`config.mk`:
```
export PLATFORM = sky130hd
export DESIGN_NAME = keyscan
export DESIGN_NICKNAME = d
export VERILOG_FILES = /design/src/rtl/keyscan.sv
export SDC_FILE = /design/constraint.sdc
export NUM_CORES = 1
export LEC_CHECK = 0
export ABC_AREA = 1
export BUFFER_PORTS_ARGS = -buffer_cell sky130_fd_sc_hd__buf_2
export CAP_MARGIN = 20
export CORE_ASPECT_RATIO = 0.7
export CORE_UTILIZATION = 62
export CTS_BUF_LIST = sky130_fd_sc_hd__clkbuf_2 sky130_fd_sc_hd__clkbuf_4 sky130_fd_sc_hd__clkbuf_8
export DETAILED_ROUTE_END_ITERATION = 6
export PLACE_DENSITY = 0.8
export RECOVER_POWER = 100
export SLEW_MARGIN = 40
export SYNTH_ARGS = -nofsm -noshare
export SYNTH_HDL_FRONTEND = slang
export SYNTH_SLANG_ARGS = --single-unit
```
`constraint.sdc`:
```
create_clock -name clk -period 2 [get_ports clk]
set_input_delay 0.2 -clock clk [delete_from_list [all_inputs] [get_ports clk]]
set_output_delay 0.2 -clock clk [all_outputs]
set_load 0.005 [all_outputs]
```
`src/rtl/keyscan.sv`:
```
// 4x4 active-low key matrix scanner: strobes rows, samples columns once per row,
// debounces whole-frame results and reports each new press with a one-cycle strobe.
//   state | meaning
//   IDLE  | no key accepted; a debounced key press is reported on key_valid
//   HELD  | key accepted and held; waits for a debounced release
module keyscan #(
    parameter int SCAN_DIV = 1000,
    parameter int DEBOUNCE = 4
) (
    input  logic       clk,
    input  logic       rst,
    input  logic [3:0] key_col,
    output logic [3:0] key_row,
    output logic [3:0] key_code,
    output logic       key_valid,
    output logic       key_down
);

    localparam int              DIV_W    = $clog2(SCAN_DIV);
    localparam logic [DIV_W-1:0] DIV_LAST = DIV_W'(SCAN_DIV - 1);
    localparam logic [3:0]      DEB      = 4'(DEBOUNCE);

    typedef enum logic {IDLE, HELD} state_t;

    logic [3:0]       col_s1_q, col_s2_q;
    logic [DIV_W-1:0] div_q;
    logic [1:0]       row_q;
    logic [3:0]       row_drv_q;
    logic             found_q;
    logic [3:0]       cand_q;
    logic             prev_found_q;
    logic [3:0]       prev_code_q;
    logic [3:0]       n_q, n_d;
    state_t           state_q;
    logic [3:0]       code_q;
    logic             valid_q, down_q;

    logic       sample, frame_end, col_hit, same, accept;
    logic [1:0] col_idx;
    logic       res_found;
    logic [3:0] res_code;

    always_comb begin
        sample    = (div_q == DIV_LAST);
        frame_end = sample && (row_q == 2'd3);
        col_hit   = (col_s2_q != 4'hF);
        if (!col_s2_q[0])      col_idx = 2'd0;
        else if (!col_s2_q[1]) col_idx = 2'd1;
        else if (!col_s2_q[2]) col_idx = 2'd2;
        else                   col_idx = 2'd3;
        // "none" is normalised to code 0 so the frame compare is a plain equality
        res_found = found_q | col_hit;
        if (found_q)      res_code = cand_q;
        else if (col_hit) res_code = {row_q, col_idx};
        else              res_code = 4'd0;
        same = (res_found == prev_found_q) && (res_code == prev_code_q);
        if (!same)              n_d = 4'd1;
        else if (n_q == 4'hF)   n_d = 4'hF;
        else                    n_d = n_q + 4'd1;
        // a saturated streak must not re-accept every frame
        accept = frame_end && (n_d == DEB) && !(same && (n_q == 4'hF));
    end

    always_ff @(posedge clk or negedge rst) begin
        if (!rst) begin
            col_s1_q     <= 4'hF;
            col_s2_q     <= 4'hF;
            div_q        <= '0;
            row_q        <= 2'd0;
            row_drv_q    <= 4'b1110;
            found_q      <= 1'b0;
            cand_q       <= 4'd0;
            prev_found_q <= 1'b0;
            prev_code_q  <= 4'd0;
            n_q          <= DEB;
        end else begin
            col_s1_q <= key_col;
            col_s2_q <= col_s1_q;
            if (sample) begin
                div_q     <= '0;
                row_q     <= row_q + 2'd1;
                row_drv_q <= {row_drv_q[2:0], row_drv_q[3]};
            end else begin
                div_q <= div_q + DIV_W'(1);
            end
            if (frame_end) begin
                found_q      <= 1'b0;
                cand_q       <= 4'd0;
                prev_found_q <= res_found;
                prev_code_q  <= res_code;
                n_q          <= n_d;
            end else if (sample && !found_q && col_hit) begin
                found_q <= 1'b1;
                cand_q  <= {row_q, col_idx};
            end
        end
    end

    always_ff @(posedge clk or negedge rst) begin
        if (!rst) begin
            state_q <= IDLE;
            code_q  <= 4'd0;
            valid_q <= 1'b0;
            down_q  <= 1'b0;
        end else begin
            valid_q <= 1'b0;
            if (accept) begin
                case (state_q)
                    IDLE: if (res_found) begin
                        code_q  <= res_code;
                        valid_q <= 1'b1;
                        down_q  <= 1'b1;
                        state_q <= HELD;
                    end
                    HELD: if (!res_found) begin
                        down_q  <= 1'b0;
                        state_q <= IDLE;
                    end
                    default: state_q <= IDLE;
                endcase
            end
        end
    end

    assign key_row   = row_drv_q;
    assign key_code  = code_q;
    assign key_valid = valid_q;
    assign key_down  = down_q;

endmodule

```
==> flow_metrics.tcl, run 1 <==
set metrics [dict create \
    status "finished, final reports clean" \
    antenna_found_initial 0 \
    io-pin-count 16 \
    diodes 0 \
    required_ns 2.20 \
    yosysWarnings 0 \
    max_freq_ghz 0.505 \
    dpl_cell_area_um2 2350 \
    crit_fanout 4 \
    yosysTopAreaCell "dfrtp_1" \
    worst_pin_slew_ns 1.06 \
    fp.dieW_um 73.0 \
    period_needed_ns 1.98 \
    async_flop_share_pct 100 \
    stdcell_area_um2 2630 \
    yosys-top-cells-area "dfrtp_1 38%, dfstp_2 14%, nand2_1 13%, inv_1 5.8%, o21ai_0 4.3%" \
    routedWlPerCell_um 13.8 \
    coreArea_um2 3250 \
    start_kind "flip-flop" \
    finalHoldViolations 0 \
    ys_seq_elements 45 \
    finalPower_mw 1.60 \
    setup_violations 0 \
    grt_pass1_vias 1689 \
    synth_area_um2 2190 \
    ir_drop_v 0.000675 \
    endpoint_kind "flip-flop" \
    dieHeight_um 51.7 \
    layout_worst_path_cycle_share_pct 98.9 \
    vias 1902 \
    port_buffers 15 \
    gr-usage-all-layers_pct 27.3 \
    start_util_pct 67.2 \
    dieArea_um2 3770 \
    netlist_top_cells_count "77 x nand2_1, 34 x inv_1, 33 x dfrtp_1" \
    grt_max_degree 46 \
    synth-edff-count 0 \
    synth_top_area_share_pct 37.8 \
    yosysMostFrequentCell "nand2_1" \
    drive_above_1_share_pct 24.1 \
    cts_buffers 5 \
    wl_mm 4.87 \
    cts_tree "built" \
    cts.sinks 45 \
    hold_class "flip-flop to flip-flop" \
    dp_hpwl_mm 3.23 \
    rsz0062_at_grt "yes" \
    synth-seq-area-share_pct 52.2 \
    maxCapViolations 0 \
    synth_nets 271 \
    worstPathArrival_ns 2.18 \
    nets 316 \
    overflow 0 \
    netlist_instances 261 \
    crit_type "flip-flop to flip-flop" \
    avgSynthCellArea_um2 8.38 \
    slew_headroom_pct 29.0 \
    grt_pass1_wl_mm 7.56 \
    ant_nets 0 \
    finalMaxSlewViolations 0 \
    final_util_pct 80.9 \
    clock-root-buffer "clkbuf_8" \
    tns_ns 0 \
    drt_iter0_markers 170 \
    p_leak_nw 1.30 \
    ys_types 29 \
    drc 0 \
    skew_ns 0.0136 \
    fill_cells 220 \
    cts_buffer_depth 2 \
    place_congestion 0.863 \
    area_growth_pct 20.4 \
    drt_pass1_iterations 5 \
    row_count 17 \
    path_clk_slew_ns 0.09 \
    h-tree-depth 2 \
    clkLatencyLatePin_ns 0.30 \
    via_per_inst 5.37 \
    p_per_area_nw_per_um2 608 \
    synth_ff_type "dfrtp_1" \
]
## final cells by class
| type | count | area [µm²] | area share [%] |
|---|---|---|---|
| inverters | 39 | 150 | 5.70 |
| clock inverters | 2 | 17.5 | 0.665 |
| multi-input cells | 176 | 930 | 35.3 |
| clock buffers | 6 | 82.6 | 3.14 |
| flip-flops and latches | 45 | 1140 | 43.4 |
| repair buffers | 39 | 251 | 9.55 |
| well taps | 47 | 58.8 | 2.23 |
## metrics by stage
step / hold WS (ns) / worst slack (ns) / std cells
after global placement: 0.301 / 0.161 / 327
after global routing: 0.366 / -0.138 / 354
final: 0.357 / 0.0211 / 354
after CTS: 0.363 / 0.0617 / 340
after detailed placement: 0.306 / 0.0705 / 327
after floorplan: -0.0956 / 0.261 / 261
## timing repair
item	CTS	global route
hold buffers	5	0
buffers inserted	0	14
hold endpoints to repair	37	0
resized for setup	0	18
setup endpoints to repair	0	10
## metal layers
layer  global-route usage, %  share of wire (%)  up-vias
met5                       0                  0        -
met4                    10.1                2.4        0
met3                    5.62                6.6       23
met2                    39.0                 43       72
met1                    41.0                 48      880
li1                        -                  -      927
## cells by family (layout without fill, tap and decap cells)
family | Yosys count | in the layout | synth area share [%]
xor gates and xnor gates | 2 | 2 | 0.801
adders and majority gates | 4 | 4 | 2.29
and+or+nand+nor | 143 | 143 | 31.1
DFF | 45 | 45 | 52.2
buffers and inverters | 40 | 86 | 7.26
AOI/OAI and AO/OA | 27 | 27 | 6.35
## final timing paths
kind / startpoint / end / slack [ns] / cells after the start
setup / recovery: col_s2_q[1] / key_down / 0.02 / 11
setup reg to reg: col_s2_q[1] / key_down / 0.02 / 11
min in group asynchronous: rst / cand_q[2] / 0.71 / 3
max in group asynchronous: rst / found_q / 0.58 / 3
hold / removal: col_s1_q[2] / col_s2_q[2] / 0.36 / 0
hold reg to reg: col_s1_q[2] / col_s2_q[2] / 0.36 / 0
## cells in the final DEF, fill, tap and decap left out, types with 4 or more instances in the layout
master / netlist / routed
dfrtp_1: 33 / 32
nand2_2: 3 / 5
dlygate4sd3_1: 0 / 5
nor3_1: 6 / 5
nand4_1: 7 / 7
nor2_2: 5 / 4
inv_2: 4 / 5
nand2_1: 77 / 74
buf_2: 0 / 10
ha_1: 4 / 4
nor2_1: 16 / 15
a21oi_1: 5 / 5
clkbuf_1: 0 / 9
nand3_1: 15 / 14
dfstp_2: 12 / 10
clkbuf_8: 0 / 6
o21ai_0: 19 / 18
inv_1: 34 / 32
buf_4: 0 / 12
## where the power goes
group          total, mW  internal [mW]  switching [mW]
logic             0.0677         0.0248          0.0429
registers          0.929          0.924         0.00520
clock network      0.604          0.287           0.318
## registers in the layout, indices dropped and copies added, names as in the netlist, 2 cells and up
signal       cells
cand_q           4
col_s1_q         4
col_s2_q         4
div_q           10
key_code         4
key_row          4
n_q              4
prev_code_q      4
row_q            2
## critical path, stage by stage (launching register included)
cell	delay (ns)
dfstp_2	0.58
nand2_4	0.07
nor2_4	0.19
nand2_4	0.08
buf_4	0.15
buf_4	0.13
buf_4	0.12
ha_1	0.26
inv_1	0.09
nand3_2	0.08
nand2_1	0.08
inv_1	0.03
Power figures use the tool's default switching activity.
==> run 2, diff against run 1 <==
--- a/config.mk
+++ b/config.mk
@@ -9,10 +9,9 @@
 export BUFFER_PORTS_ARGS = -buffer_cell sky130_fd_sc_hd__buf_2
 export CAP_MARGIN = 20
 export CORE_ASPECT_RATIO = 0.7
-export CORE_UTILIZATION = 62
-export CTS_BUF_LIST = sky130_fd_sc_hd__clkbuf_2 sky130_fd_sc_hd__clkbuf_4 sky130_fd_sc_hd__clkbuf_8
+export CORE_UTILIZATION = 59
 export DETAILED_ROUTE_END_ITERATION = 6
-export PLACE_DENSITY = 0.8
+export PLACE_DENSITY = 0.76
 export RECOVER_POWER = 100
 export SLEW_MARGIN = 40
 export SYNTH_ARGS = -nofsm -noshare
==> run 2 against run 1 <==
Utilization shrank 9.3 points. Total power decreased by 3.0%. Global-route usage shrank 2.4 points. Final area fell by 3.8%. Critical path depth is the same. Flip-flop and latch count is the same. Non-clock buffer count fell by 9. Fmax increased by 6.6%. First-iteration DRC count fell by 13%. Clock-buffer cell count fell by 1. Sequential share of layout area rose by 1.7 points. Critical path type unchanged.
==> flow_metrics.tcl, run 2 (synthesis gave the netlist of run 1 again) <==
set metrics [dict create \
    drt_iter0_markers 148 \
    final_util_pct 71.6 \
    endpoint_kind "flip-flop" \
    drt_pass1_iterations 5 \
    fp.dieW_um 74.8 \
    antenna_found_initial 0 \
    seqPwrFrac_pct 59.8 \
    diodes 0 \
    p_leak_nw 1.23 \
    io-pin-count 16 \
    vias 1776 \
    p_clk_share_pct 36.6 \
    cts_buffer_depth 2 \
    status "finished, final reports clean" \
    hold_class "flip-flop to flip-flop" \
    crit_type "flip-flop to flip-flop" \
    ir_drop_v 0.000580 \
    path_clk_slew_ns 0.08 \
    gr-usage-all-layers_pct 24.9 \
    busiest_layer "met1" \
    clkLatencyLatePin_ns 0.31 \
    place_ws_ns 0.0547 \
    grt_pass1_vias 1616 \
    setup_ws_ns 0.144 \
    cts_buffers 5 \
    met2_usage_pct 36.0 \
    grt_pass1_wl_mm 7.16 \
    row_count 18 \
    layout.cells.most_common_list "74 x nand2_1, 33 x inv_1, 32 x dfrtp_1, 18 x o21ai_0, 16 x nor2_1" \
    nets 307 \
    met3_usage_pct 5.33 \
    coreArea_um2 3540 \
    finalMaxSlewViolations 0 \
    power_frac_comb_pct 3.6 \
    slew_headroom_pct 30.2 \
    max_freq_ghz 0.539 \
    place_congestion 0.906 \
    ant_nets 0 \
    largest_register "div_q" \
    required_ns 2.25 \
    dieHeight_um 52.9 \
    routedWlPerCell_um 12.3 \
    area_growth_pct 15.8 \
    overflow 0 \
    port_buffers 15 \
    h-tree-depth 2 \
    worstPathArrival_ns 2.11 \
    wl_mm 4.27 \
    skew_ns 0.00476 \
    final_common_cell "nand2_1" \
    worst_pin_slew_ns 1.05 \
    via_per_inst 5.10 \
    dieArea_um2 3960 \
    maxCapViolations 0 \
    start_kind "flip-flop" \
    swShare_pct 23.3 \
    crit_fanout 8 \
    finalHoldViolations 0 \
    clock-root-buffer "clkbuf_8" \
    dp_hpwl_mm 2.99 \
    tns_ns 0 \
    setup_violations 0 \
    grt_max_degree 46 \
    cts.sinks 45 \
    layout_worst_path_cycle_share_pct 92.8 \
    largest_reg_flops 10 \
    period_needed_ns 1.86 \
    drc 0 \
    p_per_area_nw_per_um2 613 \
    cts_tree "built" \
    start_util_pct 61.9 \
    drive_above_1_share_pct 20.8 \
    use_met1_pct 36.7 \
    p_int_mw 1.19 \
    power.switching_mw 0.362 \
]
[run 2: repair_timing]
| action | in CTS | in global routing |
|---|---|---|
| resized for setup | 0 | 10 |
| setup buffers | 0 | 4 |
| endpoints found under the hold margin | 37 | 0 |
| endpoints found under the setup margin | 0 | 8 |
| hold buffers | 5 | 0 |
[run 2: area by class of cell]
cell class / instances / area, µm²
repair buffers: 30 / 180
fillers: 274 / 1000
inverters: 39 / 148
clock buffers: 5 / 68.8
clock inverters: 3 / 21.3
flip-flops and latches: 45 / 1140
well taps: 50 / 62.6
multi-input cells: 176 / 910
[run 2: power by group through the flow]
stage | logic, mW | clock network, mW | registers, mW
floorplan | 0.0193 | 0 | 0.944
global placement | 0.0467 | 0 | 0.944
detailed placement | 0.0474 | 0 | 0.944
CTS | 0.0549 | 0.580 | 0.927
global route | 0.0657 | 0.608 | 0.929
finish | 0.0565 | 0.568 | 0.928
[run 2: final timing paths]
kind | from | endpoint | slack, ns | cells after the start
max in group asynchronous | rst | found_q | 0.60 | 3
max reg2reg | col_s2_q[0] | key_code[1] | 0.14 | 11
max | col_s2_q[0] | key_code[1] | 0.14 | 11
min in group asynchronous | rst | div_q[4] | 0.69 | 3
min | col_s1_q[0] | col_s2_q[0] | 0.36 | 0
min reg2reg | col_s1_q[0] | col_s2_q[0] | 0.36 | 0
[run 2: worst max-delay path, stage by stage (launching register included)]
cell	delay, ns
dfstp_2	0.55
nand2_2	0.09
nor2_4	0.15
nand3b_1	0.09
nand2_1	0.09
nand3_2	0.09
nor2_2	0.12
nand3_2	0.09
nor2_4	0.23
buf_6	0.13
nand4_1	0.06
nand2_1	0.09
[run 2: metrics by stage]
step / std cells / hold slack [ns] / area [µm²] / power (mW)
floorplan: 261 / -0.0956 / 2190 / 0.963
global placement: 331 / 0.300 / 2360 / 0.991
detailed placement: 331 / 0.302 / 2360 / 0.992
CTS: 344 / 0.360 / 2500 / 1.56
global route: 348 / 0.362 / 2530 / 1.60
finish: 348 / 0.360 / 2530 / 1.55
[run 2: routing by layer]
layer / wire (µm) / part of all wire (%)
met3: 222 / 5.2
met4: 71 / 1.7
met1: 2180 / 51
met2: 1790 / 42
met5: 0 / 0
==> run 3, diff against run 2 <==
--- a/config.mk
+++ b/config.mk
@@ -9,11 +9,11 @@
 export BUFFER_PORTS_ARGS = -buffer_cell sky130_fd_sc_hd__buf_2
 export CAP_MARGIN = 20
 export CORE_ASPECT_RATIO = 0.7
-export CORE_UTILIZATION = 59
+export CORE_UTILIZATION = 65
+export CTS_BUF_LIST = sky130_fd_sc_hd__clkbuf_8
 export DETAILED_ROUTE_END_ITERATION = 6
-export PLACE_DENSITY = 0.76
+export PLACE_DENSITY = 0.83
 export RECOVER_POWER = 100
-export SLEW_MARGIN = 40
 export SYNTH_ARGS = -nofsm -noshare
 export SYNTH_HDL_FRONTEND = slang
 export SYNTH_SLANG_ARGS = --single-unit
==> constraint.sdc (replaced) <==
create_clock -name clk -period 2.2 [get_ports clk]
set_input_delay 0.22 -clock clk [delete_from_list [all_inputs] [get_ports clk]]
set_output_delay 0.22 -clock clk [all_outputs]
set_load 0.005 [all_outputs]
==> run 3 against run 2 <==
The flow now finishes with violations (max-capacitance violations, max-slew violations). Sequential power decreased by 9.2%. Fmax down 8.0%. Register-to-register slack improved by 0.04 ns. First-iteration DRC count decreased by 37%. Combinational power is 21% lower. Final area down 2.6%. Clock-buffer cell count up 1. Setup slack better by 0.038 ns. Wire length shrank 1.6%. Non-clock buffer count is 8 lower. Utilization grew 6.2 points. Critical endpoint is now key_code[3]. Largest cell class unchanged.
==> flow_metrics.tcl, run 3 (synthesis gave the netlist of run 1 again) <==
set metrics [dict create \
    status "complete, but fails checks" \
    failed_checks "max-capacitance violations, max-slew violations" \
    worstRegToRegCells 11 \
    grt_pass1_wl_mm 7.38 \
    h-tree-depth 2 \
    layout.cells.most_common_list "76 x nand2_1, 34 x inv_1, 33 x dfrtp_1, 19 x o21ai_0, 16 x nor2_1" \
    diodes 0 \
    drc 0 \
    io-pin-count 16 \
    routedWlPerCell_um 12.8 \
    gr-usage-all-layers_pct 27.4 \
    skew_ns 0.0121 \
    vias 1774 \
    dieArea_um2 3600 \
    clock-root-buffer "clkbuf_8" \
    setup.worst_path.start "col_s2_q[2]" \
    nets 299 \
    setup_violations 0 \
    largest_register "div_q" \
    met2_usage_pct 40.2 \
    row_count 17 \
    finalMaxSlewViolations 38 \
    rrSetupSlack_ns 0.18 \
    finalHoldViolations 0 \
    required_ns 2.38 \
    busiest_layer "met1" \
    hold_end "col_s1_q[3]" \
    ant_nets 0 \
    p_per_area_nw_per_um2 614 \
    port_buffers 15 \
    dpl_cell_area_um2 2320 \
    maxCapViolations 1 \
    ir_drop_v 0.000536 \
    drt_iter0_markers 93 \
    crit_fanout 9 \
    grt_max_degree 38 \
    via_per_inst 5.41 \
    stdcell_area_um2 2470 \
    cts_tree "built" \
    start_kind "flip-flop" \
    area_growth_pct 12.8 \
    path_clk_slew_ns 0.08 \
    p_leak_nw 1.25 \
    layout_worst_path_cycle_share_pct 91.7 \
    use_met1_pct 41.8 \
    cts_buffer_depth 2 \
    start_util_pct 69.0 \
    final_common_cell "nand2_1" \
    fp.dieW_um 71.3 \
    slew_headroom_pct -28.1 \
    worst_pin_slew_ns 1.92 \
    tns_ns 0 \
    fill_cells 225 \
    dp_hpwl_mm 3.05 \
    dieHeight_um 50.5 \
    antenna_found_initial 0 \
    grt_pass1_vias 1609 \
    coreArea_um2 3170 \
    largest_reg_flops 10 \
    drt_pass1_iterations 4 \
    cts_hold_buf 0 \
    r2r-end "key_code[3]" \
    period_needed_ns 2.02 \
    met3_usage_pct 6.02 \
    cts_buffers 5 \
    whs_path_depth 1 \
    worstPathArrival_ns 2.20 \
    min-delay-start "key_col[3]" \
    hold_class "input pin to flip-flop" \
    place_congestion 0.831 \
    cts.sinks 45 \
    clkLatencyLatePin_ns 0.30 \
    endpoint_kind "flip-flop" \
    drive_above_1_share_pct 20.0 \
    r2r_start "col_s2_q[2]" \
    overflow 0 \
    wl_mm 4.20 \
    crit_type "flip-flop to flip-flop" \
    max_freq_ghz 0.496 \
]
-- run 3: timing repair --
action,CTS,global route
buffers inserted,0,4
endpoints found under the setup margin,0,5
resized for setup,0,4
-- run 3: per-stage QoR --
step                hold WS, ns  setup slack, ns  utilization [%]  power [mW]  instances
floorplan               -0.0756            0.461                -       0.875        261
detailed placement        0.326            0.219             73.2       0.904        316
global placement          0.325            0.294             73.2       0.902        316
global route           0.000687         -0.00852             77.8        1.57        328
CTS                      0.0139            0.184             76.9        1.53        324
finish                   0.0195            0.182             77.8        1.52        328
-- run 3: per-layer routing --
metal | up-vias | part of all wire (%)
met2 | 55 | 45
met4 | 0 | 0.81
met5 | - | 0
met3 | 6 | 5.8
met1 | 816 | 48
li1 | 897 | -
-- run 3: how the worst max path moves through the flow --
stage | endpoint | slack (ns) | cells past startpoint
after floorplan | key_code[0] | 0.46 | 11
after global placement | key_code[1] | 0.29 | 11
after detailed placement | key_code[3] | 0.22 | 11
after CTS | key_code[3] | 0.18 | 11
after global routing | key_code[3] | -0.009 | 13
final | key_code[3] | 0.18 | 11
-- run 3: critical path: stages (launching register included) --
cell and delay, ns:
dfstp_2 0.53, nand2_1 0.13, nor2_4 0.20, nand2_4 0.12
nand4_1 0.11, nand2_1 0.07, nor2_2 0.11, nand3_2 0.13
nor2_4 0.24, nand3_2 0.14, nand2_1 0.08, nand2_1 0.06
-- run 3: power breakdown --
group	switching, mW	internal [mW]	total [mW]	leakage, nW
Combinational	0.0344	0.0106	0.0449	0.617
Sequential	0.00298	0.840	0.843	0.573
Clock	0.261	0.366	0.627	0.0626
Total	0.299	1.22	1.52	1.25
-- run 3: area by class of cell --
type / count / area, µm² / area share [%]
Clock buffer: 6 / 82.6 / 3.35
Clock inverter: 2 / 33.8 / 1.37
Inverter: 39 / 148 / 5.99
Multi-Input combinational cell: 176 / 900 / 36.5
Sequential cell: 45 / 1140 / 46.3
Tap cell: 38 / 47.5 / 1.93
Timing Repair Buffer: 22 / 114 / 4.62
